File: src/rtl/ifmap_sched_pkg.sv
// ----------------------------------------------------------------------------
// ifmap_sched_pkg
// Shared definitions for the ifmap pass scheduler and the index generator
// it drives: the scheduler state encoding and the default field widths.
// The width defaults must stay in step with the generator's base ports.
// ----------------------------------------------------------------------------
package ifmap_sched_pkg;

    localparam int N_WIDTH_DEF   = 3;   // generator ifmap_base width
    localparam int C_WIDTH_DEF   = 10;  // generator channel_base width
    localparam int n_WIDTH_DEF   = 3;   // ifmaps per pass
    localparam int q_WIDTH_DEF   = 3;   // generator q
    localparam int r_WIDTH_DEF   = 2;   // generator r
    localparam int P_WIDTH_DEF   = 6;   // pass counters (both loops)
    localparam int CNT_WIDTH_DEF = 24;  // issued-index counter

    typedef enum logic [2:0] {
        IDLE  = 3'd0,
        START = 3'd1,
        RUN   = 3'd2,
        NEXT  = 3'd3,
        DONE  = 3'd4
    } sched_state_t;

endpackage

File: src/rtl/ifmap_pass_scheduler_pass_counter.sv
// ----------------------------------------------------------------------------
// pass_counter
// Wrapping pass index counter used for both the inner (channel) and outer
// (ifmap) loops of the scheduler.
//
// Ports:
//   clk      in  clock
//   reset_n  in  asynchronous active-low reset
//   i_clr    in  synchronous clear to 0 (takes priority over i_inc)
//   i_inc    in  advance; wraps to 0 when the count is already the last pass
//   i_limit  in  number of passes in this loop
//   o_count  out current pass index
//   o_last   out current index is the final pass (i_limit-1)
// ----------------------------------------------------------------------------
module pass_counter
    import ifmap_sched_pkg::*;
#(
    parameter int P_WIDTH = P_WIDTH_DEF
) (
    input  logic               clk,
    input  logic               reset_n,
    input  logic               i_clr,
    input  logic               i_inc,
    input  logic [P_WIDTH-1:0] i_limit,
    output logic [P_WIDTH-1:0] o_count,
    output logic               o_last
);

    logic [P_WIDTH-1:0] r_count;
    logic               w_last;

    assign w_last = (r_count == (i_limit - P_WIDTH'(1)));

    always_ff @(posedge clk or negedge reset_n) begin
        if (!reset_n) begin
            r_count <= '0;
        end else if (i_clr) begin
            r_count <= '0;
        end else if (i_inc) begin
            r_count <= w_last ? '0 : r_count + P_WIDTH'(1);
        end
    end

    assign o_count = r_count;
    assign o_last  = w_last;

endmodule

File: src/rtl/ifmap_pass_scheduler.sv
// ----------------------------------------------------------------------------
// ifmap_pass_scheduler
// Walks the ifmap index generator over a whole layer: outer loop over ifmap
// passes, inner loop over channel passes. Each pass gets a fresh pair of
// bases, a one-cycle gen_start, and runs until the generator's gen_done.
// The downstream FIFO full flag is passed straight through as gen_await.
//
// Ports:
//   clk, reset_n                 clock, asynchronous active-low reset
//   cfg_valid / cfg_ready        layer configuration handshake (ready in IDLE)
//   cfg_ifmap_passes/chan_passes outer/inner pass counts
//   cfg_n, cfg_q, cfg_r          ifmaps per pass, generator q and r
//   abort                        finish the current pass, then stop
//   fifo_full                    downstream FIFO full (already in clk domain)
//   gen_start/gen_await          generator start pulse and stall
//   gen_busy/gen_done            generator index strobe and done pulse
//   gen_ifmap_base/channel_base  bases for the current pass
//   ifmap_pass/chan_pass         current loop indices
//   sched_busy/done/aborted      status: not idle, completion pulse, sticky abort
//   issued_count                 gen_busy cycles since the last cfg accept
// ----------------------------------------------------------------------------
module ifmap_pass_scheduler
    import ifmap_sched_pkg::*;
#(
    parameter int N_WIDTH   = N_WIDTH_DEF,
    parameter int C_WIDTH   = C_WIDTH_DEF,
    parameter int n_WIDTH   = n_WIDTH_DEF,
    parameter int q_WIDTH   = q_WIDTH_DEF,
    parameter int r_WIDTH   = r_WIDTH_DEF,
    parameter int P_WIDTH   = P_WIDTH_DEF,
    parameter int CNT_WIDTH = CNT_WIDTH_DEF
) (
    input  logic                 clk,
    input  logic                 reset_n,
    input  logic                 cfg_valid,
    output logic                 cfg_ready,
    input  logic [P_WIDTH-1:0]   cfg_ifmap_passes,
    input  logic [P_WIDTH-1:0]   cfg_chan_passes,
    input  logic [n_WIDTH-1:0]   cfg_n,
    input  logic [q_WIDTH-1:0]   cfg_q,
    input  logic [r_WIDTH-1:0]   cfg_r,
    input  logic                 abort,
    input  logic                 fifo_full,
    output logic                 gen_start,
    output logic                 gen_await,
    input  logic                 gen_busy,
    input  logic                 gen_done,
    output logic [N_WIDTH-1:0]   gen_ifmap_base,
    output logic [C_WIDTH-1:0]   gen_channel_base,
    output logic [P_WIDTH-1:0]   ifmap_pass,
    output logic [P_WIDTH-1:0]   chan_pass,
    output logic                 sched_busy,
    output logic                 sched_done,
    output logic                 sched_aborted,
    output logic [CNT_WIDTH-1:0] issued_count
);

    localparam int QR_W = q_WIDTH + r_WIDTH;

    sched_state_t r_state, w_next;

    logic [P_WIDTH-1:0]   r_ifmap_passes;
    logic [P_WIDTH-1:0]   r_chan_passes;
    logic [n_WIDTH-1:0]   r_n;
    logic [QR_W-1:0]      r_qr;
    logic [N_WIDTH-1:0]   r_ifmap_base;
    logic [C_WIDTH-1:0]   r_chan_base;
    logic                 r_abort_pend;
    logic                 r_aborted;
    logic [CNT_WIDTH-1:0] r_issued;

    logic w_accept;
    logic w_cfg_zero;
    logic w_chan_last;
    logic w_ifmap_last;
    logic w_final;
    logic w_chan_inc;
    logic w_ifmap_inc;

    assign w_accept   = (r_state == IDLE) && cfg_valid;
    assign w_cfg_zero = (cfg_ifmap_passes == '0) || (cfg_chan_passes == '0);
    assign w_final    = w_chan_last && w_ifmap_last;

    // Loop advance happens only in NEXT and only when the run continues.
    // The inner counter wraps to 0 by itself when it steps past its last pass.
    assign w_chan_inc  = (r_state == NEXT) && !r_abort_pend && !w_final;
    assign w_ifmap_inc = w_chan_inc && w_chan_last;

    pass_counter #(.P_WIDTH(P_WIDTH)) u_chan_cnt (
        .clk     (clk),
        .reset_n (reset_n),
        .i_clr   (w_accept),
        .i_inc   (w_chan_inc),
        .i_limit (r_chan_passes),
        .o_count (chan_pass),
        .o_last  (w_chan_last)
    );

    pass_counter #(.P_WIDTH(P_WIDTH)) u_ifmap_cnt (
        .clk     (clk),
        .reset_n (reset_n),
        .i_clr   (w_accept),
        .i_inc   (w_ifmap_inc),
        .i_limit (r_ifmap_passes),
        .o_count (ifmap_pass),
        .o_last  (w_ifmap_last)
    );

    always_ff @(posedge clk or negedge reset_n) begin
        if (!reset_n) begin
            r_state <= IDLE;
        end else begin
            r_state <= w_next;
        end
    end

    always_comb begin
        w_next     = r_state;
        cfg_ready  = 1'b0;
        gen_start  = 1'b0;
        sched_busy = 1'b1;
        sched_done = 1'b0;
        case (r_state)
            IDLE: begin
                cfg_ready  = 1'b1;
                sched_busy = 1'b0;
                if (cfg_valid) begin
                    w_next = w_cfg_zero ? DONE : START;
                end
            end
            START: begin
                gen_start = 1'b1;
                w_next    = RUN;
            end
            RUN: begin
                if (gen_done) begin
                    w_next = NEXT;
                end
            end
            NEXT: begin
                if (r_abort_pend || w_final) begin
                    w_next = DONE;
                end else begin
                    w_next = START;
                end
            end
            DONE: begin
                sched_done = 1'b1;
                w_next     = IDLE;
            end
            default: begin
                w_next = IDLE;
            end
        endcase
    end

    // Configuration latch and base accumulators. Bases only move in NEXT,
    // so they hold steady from START through the whole pass.
    always_ff @(posedge clk or negedge reset_n) begin
        if (!reset_n) begin
            r_ifmap_passes <= '0;
            r_chan_passes  <= '0;
            r_n            <= '0;
            r_qr           <= '0;
            r_ifmap_base   <= '0;
            r_chan_base    <= '0;
            r_aborted      <= 1'b0;
            r_issued       <= '0;
        end else if (w_accept) begin
            r_ifmap_passes <= cfg_ifmap_passes;
            r_chan_passes  <= cfg_chan_passes;
            r_n            <= cfg_n;
            r_qr           <= QR_W'(cfg_q) * QR_W'(cfg_r);
            r_ifmap_base   <= '0;
            r_chan_base    <= '0;
            r_aborted      <= 1'b0;
            r_issued       <= '0;
        end else begin
            if (w_chan_inc) begin
                r_chan_base <= w_chan_last ? '0 : r_chan_base + C_WIDTH'(r_qr);
            end
            if (w_ifmap_inc) begin
                r_ifmap_base <= r_ifmap_base + N_WIDTH'(r_n);
            end
            if ((r_state == NEXT) && r_abort_pend) begin
                r_aborted <= 1'b1;
            end
            if ((r_state != IDLE) && gen_busy && (r_issued != {CNT_WIDTH{1'b1}})) begin
                r_issued <= r_issued + CNT_WIDTH'(1);
            end
        end
    end

    // Abort is only a request to stop at the next pass boundary; a gen_done
    // in the same cycle still completes the pass because NEXT sees the flag.
    always_ff @(posedge clk or negedge reset_n) begin
        if (!reset_n) begin
            r_abort_pend <= 1'b0;
        end else if (r_state == DONE) begin
            r_abort_pend <= 1'b0;
        end else if (abort && ((r_state == START) || (r_state == RUN))) begin
            r_abort_pend <= 1'b1;
        end
    end

    // Pure pass-through: any added register here could let the FIFO overflow.
    assign gen_await        = fifo_full;
    assign gen_ifmap_base   = r_ifmap_base;
    assign gen_channel_base = r_chan_base;
    assign sched_aborted    = r_aborted;
    assign issued_count     = r_issued;

endmodule
File: config.mk
export PLATFORM = sky130hd
export DESIGN_NAME = ifmap_pass_scheduler
export DESIGN_NICKNAME = d
export VERILOG_FILES = /design/src/rtl/ifmap_sched_pkg.sv /design/src/rtl/ifmap_pass_scheduler_pass_counter.sv /design/src/rtl/ifmap_pass_scheduler.sv
export SDC_FILE = /design/constraint.sdc
export NUM_CORES = 1
export LEC_CHECK = 0
export ABC_AREA = 0
export CORE_AREA = 2 2 102 104
export DETAILED_ROUTE_END_ITERATION = 8
export DIE_AREA = 0 0 104 106
export HOLD_SLACK_MARGIN = 0.15
export PLACE_DENSITY = 0.72
export SYNTH_ARGS = -nofsm -noshare
export SYNTH_HDL_FRONTEND = slang
export SYNTH_HIERARCHICAL = 1
export SYNTH_SLANG_ARGS = --single-unit
File: constraint.sdc
create_clock -name clk -period 3.9 [get_ports clk]
set_clock_uncertainty 0.15 [all_clocks]
set_input_delay 0.39 -clock clk [delete_from_list [all_inputs] [get_ports clk]]
set_output_delay 0.39 -clock clk [all_outputs]
set_load 0.02 [all_outputs]
[Word level (Yosys, flattened, before mapping)]
Index checks and enable logic that the tools add are counted.
Operators by class
  multiplexer cells: 26
  equal/unequal tests: 9
  multiply operators: 1
  reduce and logical (&&, ||, !) cells: 24
  add/sub/neg operators: 7
Operator list (number)
  two-way mux 24 bit: 2
  two-way mux 6 bit: 6
  two-way mux 10 bit: 3
  adder 24 x 1 -> 24 bit, second input constant: 1
  != test 24 bit, second input constant: 1
  two-way mux 3 bit: 6
  adder 6 x 1 -> 6 bit, second input constant: 2
  == test 6 bit: 2
  zero test 6 bit: 2
  one-hot mux 3 bit (4 select lines): 1
  subtractor 6 x 1 -> 6 bit, second input constant: 2
  adder 10 x 5 -> 10 bit: 1
  nonzero test 2 bit: 5
  logical AND 1 bit: 9
  two-way mux 1 bit: 8
  == test 3 x 2 -> 1 bit, second input constant: 2
  multiplier 3 x 2 -> 5 bit: 1
  != test 2 bit, second input constant: 2
  adder 3 bit: 1
  == test 3 x 1 -> 1 bit, second input constant: 1
  == test 3 bit, second input constant: 1
  zero test 3 bit: 1
  logical OR 1 bit: 3
  nonzero test 3 bit: 1
  other kinds (2): 3
Word-level totals
  bits in registers: 74
  output and inout port bits: 55
  logic and storage cells: 79

[Depth between registers and ports, before layout]
  depth after elaboration: 8
  gate-level depth with buffers: 12
  gate-level depth less buffers: 12

[Cells and area by module]
Netlist, hierarchy kept.
By module, submodules not included
  ifmap_pass_scheduler: seq. area each 1551.5 µm², area an instance 3276.9 µm², cells an instance 352, instances 1
  pass_counter: seq. area each 150.1 µm², area an instance 545.5 µm², cells an instance 63, instances 2

[Worst setup path before layout]
Ideal clock, no wire load.
  path type: reg2reg
  from: register r_chan_passes[0]
  to: register u_ifmap_cnt.r_count[5], in the netlist u_ifmap_cnt/o_count[5]
  buffers on the path: 1
  path slack: 0.564 ns
  setup time: 0.143 ns
  data arrival time: 3.043 ns
  clock period less this slack: 3.336 ns
  required time: 3.607 ns
  stages on the path, launching flop included: 11
  path through: dfrtp_1 > or3_4 > or4_4 > a211oi_4 > and2_1 > or3b_2 > inv_1 > clkbuf_1 > nand2_1 > o211ai_1 > a31oi_1
On the way
  cells in the longest elaborated chain, start to end: 7
RTL lines
  start, declared: line ifmap_pass_scheduler.sv:63  | logic [P_WIDTH-1:0] r_chan_passes;
  start signal, assigned: line ifmap_pass_scheduler.sv:171  | r_chan_passes <= cfg_chan_passes;
  subtractor 6 x 1 -> 6 bit *: line ifmap_pass_scheduler_pass_counter.sv:32  | assign w_last = (r_count == (i_limit - P_WIDTH'(1)));
  == test 6 bit *: line ifmap_pass_scheduler_pass_counter.sv:32
  via w_chan_last: line ifmap_pass_scheduler.sv:74  | logic w_chan_last;
  logical AND 1 bit: line ifmap_pass_scheduler.sv:82  | assign w_final = w_chan_last && w_ifmap_last;
  zero test 1 bit: line ifmap_pass_scheduler.sv:86  | assign w_chan_inc = (r_state == NEXT) && !r_abort_pend && !w_final;
  logical AND 1 bit: line ifmap_pass_scheduler.sv:86
  logical AND 1 bit *: line ifmap_pass_scheduler.sv:87  | assign w_ifmap_inc = w_chan_inc && w_chan_last;
  via w_ifmap_inc: line ifmap_pass_scheduler.sv:78  | logic w_ifmap_inc;
  nonzero test 2 bit (no source line) *
  end signal, assigned: line ifmap_pass_scheduler_pass_counter.sv:40  | r_count <= w_last ? '0 : r_count + P_WIDTH'(1);
  end, declared: line ifmap_pass_scheduler_pass_counter.sv:29  | logic [P_WIDTH-1:0] r_count;
The timed path passes the listed nets; every way through them passes the cells marked *.
A chain may end at the register's enable or synchronous reset.

[Final worst setup path]
  from: register r_chan_passes[0]
  to: register r_chan_base[3], in the netlist gen_channel_base[3]
On the way
  cells in the longest elaborated chain, start to end: 6
  elaborated cells between the ends (all ways): 9
RTL lines
  subtractor 6 x 1 -> 6 bit: line ifmap_pass_scheduler_pass_counter.sv:32
  == test 6 bit: line ifmap_pass_scheduler_pass_counter.sv:32
  via w_chan_last: line ifmap_pass_scheduler.sv:74
  logical AND 1 bit: line ifmap_pass_scheduler.sv:82
  zero test 1 bit: line ifmap_pass_scheduler.sv:86
  logical AND 1 bit: line ifmap_pass_scheduler.sv:86
  via w_chan_inc: line ifmap_pass_scheduler.sv:77  | logic w_chan_inc;
  nonzero test 2 bit (no source line)
  end signal, assigned: line ifmap_pass_scheduler.sv:180  | r_chan_base <= w_chan_last ? '0 : r_chan_base + C_WIDTH'(r_qr);
  end, declared: line ifmap_pass_scheduler.sv:67  | logic [C_WIDTH-1:0] r_chan_base;
The timed path passes the listed nets, and every way through them passes these cells. The select of a mux whose other input is x is not followed.

==> flow_metrics.tcl <==
set metrics [dict create \
    drt_wl_total_microns 10500 \
    rsz0062_at_grt "no" \
    initial_core_util_pct 43.7 \
    via_count 3774 \
    required_ps 3980 \
    cp-start-kind "flip-flop" \
    slew_headroom_pct 27.5 \
    final_cells 698 \
    p_per_area_nw_per_um2 544 \
    finalInstanceArea_sq_um 5480 \
    maxClockFrequency_mhz 279 \
    h-tree-depth 3 \
    area_growth_pct 25.5 \
    finalCriticalPeriod_ps 3590 \
    drtIter0Drc 155 \
    grt_max_degree 51 \
    synth.distinct_cells 59 \
    grt-ovfl-total 0 \
    cellLeakagePower_uw 0.00234 \
    final_cell_mix "78 x clkdlybuf4s50_1, 74 x dfrtp_1, 70 x nand2_1, 46 x nor2_1, 26 x inv_1" \
    crit_fanout 17 \
    synth-warning-count 6 \
    placed_area_sq_um 5270 \
    dp_cells 682 \
    cts_buffers 9 \
    die_w_microns 104 \
    arrival_ps 3670 \
    cts.sinks 74 \
    worstSetupPathType "flip-flop to flip-flop" \
    grt_pass1_vias 3841 \
    dp.final_hpwl_microns 7440 \
    synth_top_cell_by_area "dfrtp_1" \
    antenna_cells 0 \
    grt_use_total_pct 19.8 \
    synthTopCellsByArea "dfrtp_1 42%, nand2_1 6.0%, xnor2_1 4.4%" \
    synth_nets 521 \
    outcome "completed" \
    num_io_pins 82 \
    cp_slowest_cell "nor2_1" \
    grt_pass1_wl_microns 17900 \
    drv_cap 0 \
    rows 37 \
    root_buffer "clkbuf_8" \
    period_share_pct 92.0 \
    core-area_sq_um 10000 \
    ys_ff_latch 74 \
    path_clk_slew_ps 80 \
    fin_tns_setup_ps 0 \
    setup_violations 0 \
    cts_tree "yes" \
    critical_path_depth 8 \
    worstPathCellList "or3_4 -> o31ai_1 -> a211oi_4 -> and2_1 -> and2_1 -> nor2_1 -> nor2_1 -> a22o_1" \
    avgSynthCellArea_sq_um 9.14 \
    antenna_found_initial 0 \
    layout-drive-gt1-share_pct 6.94 \
    dr.pass1.iters 4 \
    wl_per_cell_microns 15.0 \
    avgViaCountPerCell 5.41 \
    dieHeight_microns 106 \
    critPathTopFamily "simple AND/OR/NAND/NOR gates" \
    place_congestion 0.815 \
    synthDominantCellAreaShare_pct 42.4 \
    mostFrequentLayoutCell "clkdlybuf4s50_1" \
    clockBufferDepth 2 \
    synth-edff-count 0 \
    nFillCells 944 \
    drc 0 \
    worst-r2r-cell-count 8 \
    die-area_sq_um 11000 \
    syn_area_sq_um 4370 \
    insertion_delay_ps 350 \
    hold_viol 0 \
    fin_ws_ps 313 \
    cp_slowest_stage_delay_ps 840 \
    async_flop_share_pct 100 \
    layout.nets 601 \
    worstSetupEndpointType "flip-flop" \
    hold_path.class "flip-flop to flip-flop" \
    syn_inst 478 \
    ys_seq_area_share_pct 42.4 \
    port_buffers 79 \
    whs_ps 342 \
    slew_violations 0 \
    detail-route-antenna-nets 0 \
    tightest_slew_ps 1080 \
    postCtsSetupRepairBufs 0 \
    max-vdd-ir-drop_mv 0.418 \
    hold_path_depth 2 \
    synth_ff_type "dfrtp_1" \
    crit_buf_inv 0 \
    dp_slack_ps 388 \
]
## logic make-up after synthesis
| logic type | synth area share [%] |
|---|---|
| and+or+nand+nor | 24.3 |
| AOI/OAI and AO/OA | 16.7 |
| DFF | 42.4 |
| buffers and inverters | 4.27 |
| xor gates and xnor gates | 7.02 |
| adders and majority gates | 5.10 |
| muxes | 0.229 |
## worst min-delay path: stages (launching register included)
cell and delay, ps:
dfrtp_1 350, nand2_1 50, o21ai_0 60
## path summary, 6_finish.rpt
check | slack (ps) | startpoint | to
max | 310 | r_chan_passes[0] | gen_channel_base[3]
max in group asynchronous | 2100 | reset_n | u_ifmap_cnt/o_count[5]
min in group asynchronous | 430 | reset_n | r_chan_passes[5]
min reg2reg | 340 | r_qr[0] | r_qr[0]
max reg2reg | 310 | r_chan_passes[0] | gen_channel_base[3]
min | 340 | r_qr[0] | r_qr[0]
## sequential cells by signal (all words and copies together) (netlist names)
name,count
gen_channel_base,10
gen_ifmap_base,3
issued_count,24
r_abort_pend,1
r_chan_passes,6
r_ifmap_passes,6
r_n,3
r_qr,5
r_state,3
sched_aborted,1
u_chan_cnt/o_count,6
u_ifmap_cnt/o_count,6
## layer usage
metal  global-route usage [%]  routed length (microns)  vias up
li1                         -                        -     1861
met1                     25.4                     4810     1812
met2                     32.8                     5040       91
met3                     5.46                      510       10
met4                     5.79                       98        0
met5                        0                        0        -
## cell usage after synthesis (all sizes together), types with 2 or more instances
master   count
a211oi       7
a21o         3
a21oi       11
a22o         3
a311oi       2
a31o         2
a31oi       11
and2         7
and3        10
and3b        2
and4         4
buf          9
clkbuf       6
dfrtp       74
fa           3
ha          13
inv         27
nand2       70
nand2b       2
nand3       19
nand3b       7
nand4        7
nor2        46
nor3         7
nor3b        4
nor4         7
o2111ai      3
o211ai      17
o21a         2
o21ai       24
o22ai        2
o31ai        9
or3          6
or4          4
xnor2       22
xor2        13
## per-stage QoR
step	total power [uW]	utilization, %
final	2980	54.8
after CTS	3010	54.8
after global routing	3200	54.8
after detailed placement	2380	52.7
after global placement	2340	52.7
after floorplan	2000	-
## power breakdown
| group | switching, uW | internal (uW) | total, uW |
|---|---|---|---|
| logic | 706 | 517 | 1220 |
| registers | 214 | 931 | 1150 |
| clock network | 286 | 327 | 613 |
## timing repair
item,4_1_cts,5_1_grt
gates resized for setup,0,0
endpoints found under the hold margin,24,0
hold buffers,1,0
## area by class of cell
type                       instances  area, sq um  share of cell area, %
timing repair buffer              84          826                   15.1
inverter                          27          101                   1.85
clock inverter                     4         51.3                  0.936
multi-input combinational        362         2330                   42.5
sequential                        74         1850                   33.8
tap                              136          170                   3.10
clock buffer                      11          151                   2.76
No activity file was read; power rests on OpenSTA's default activity.
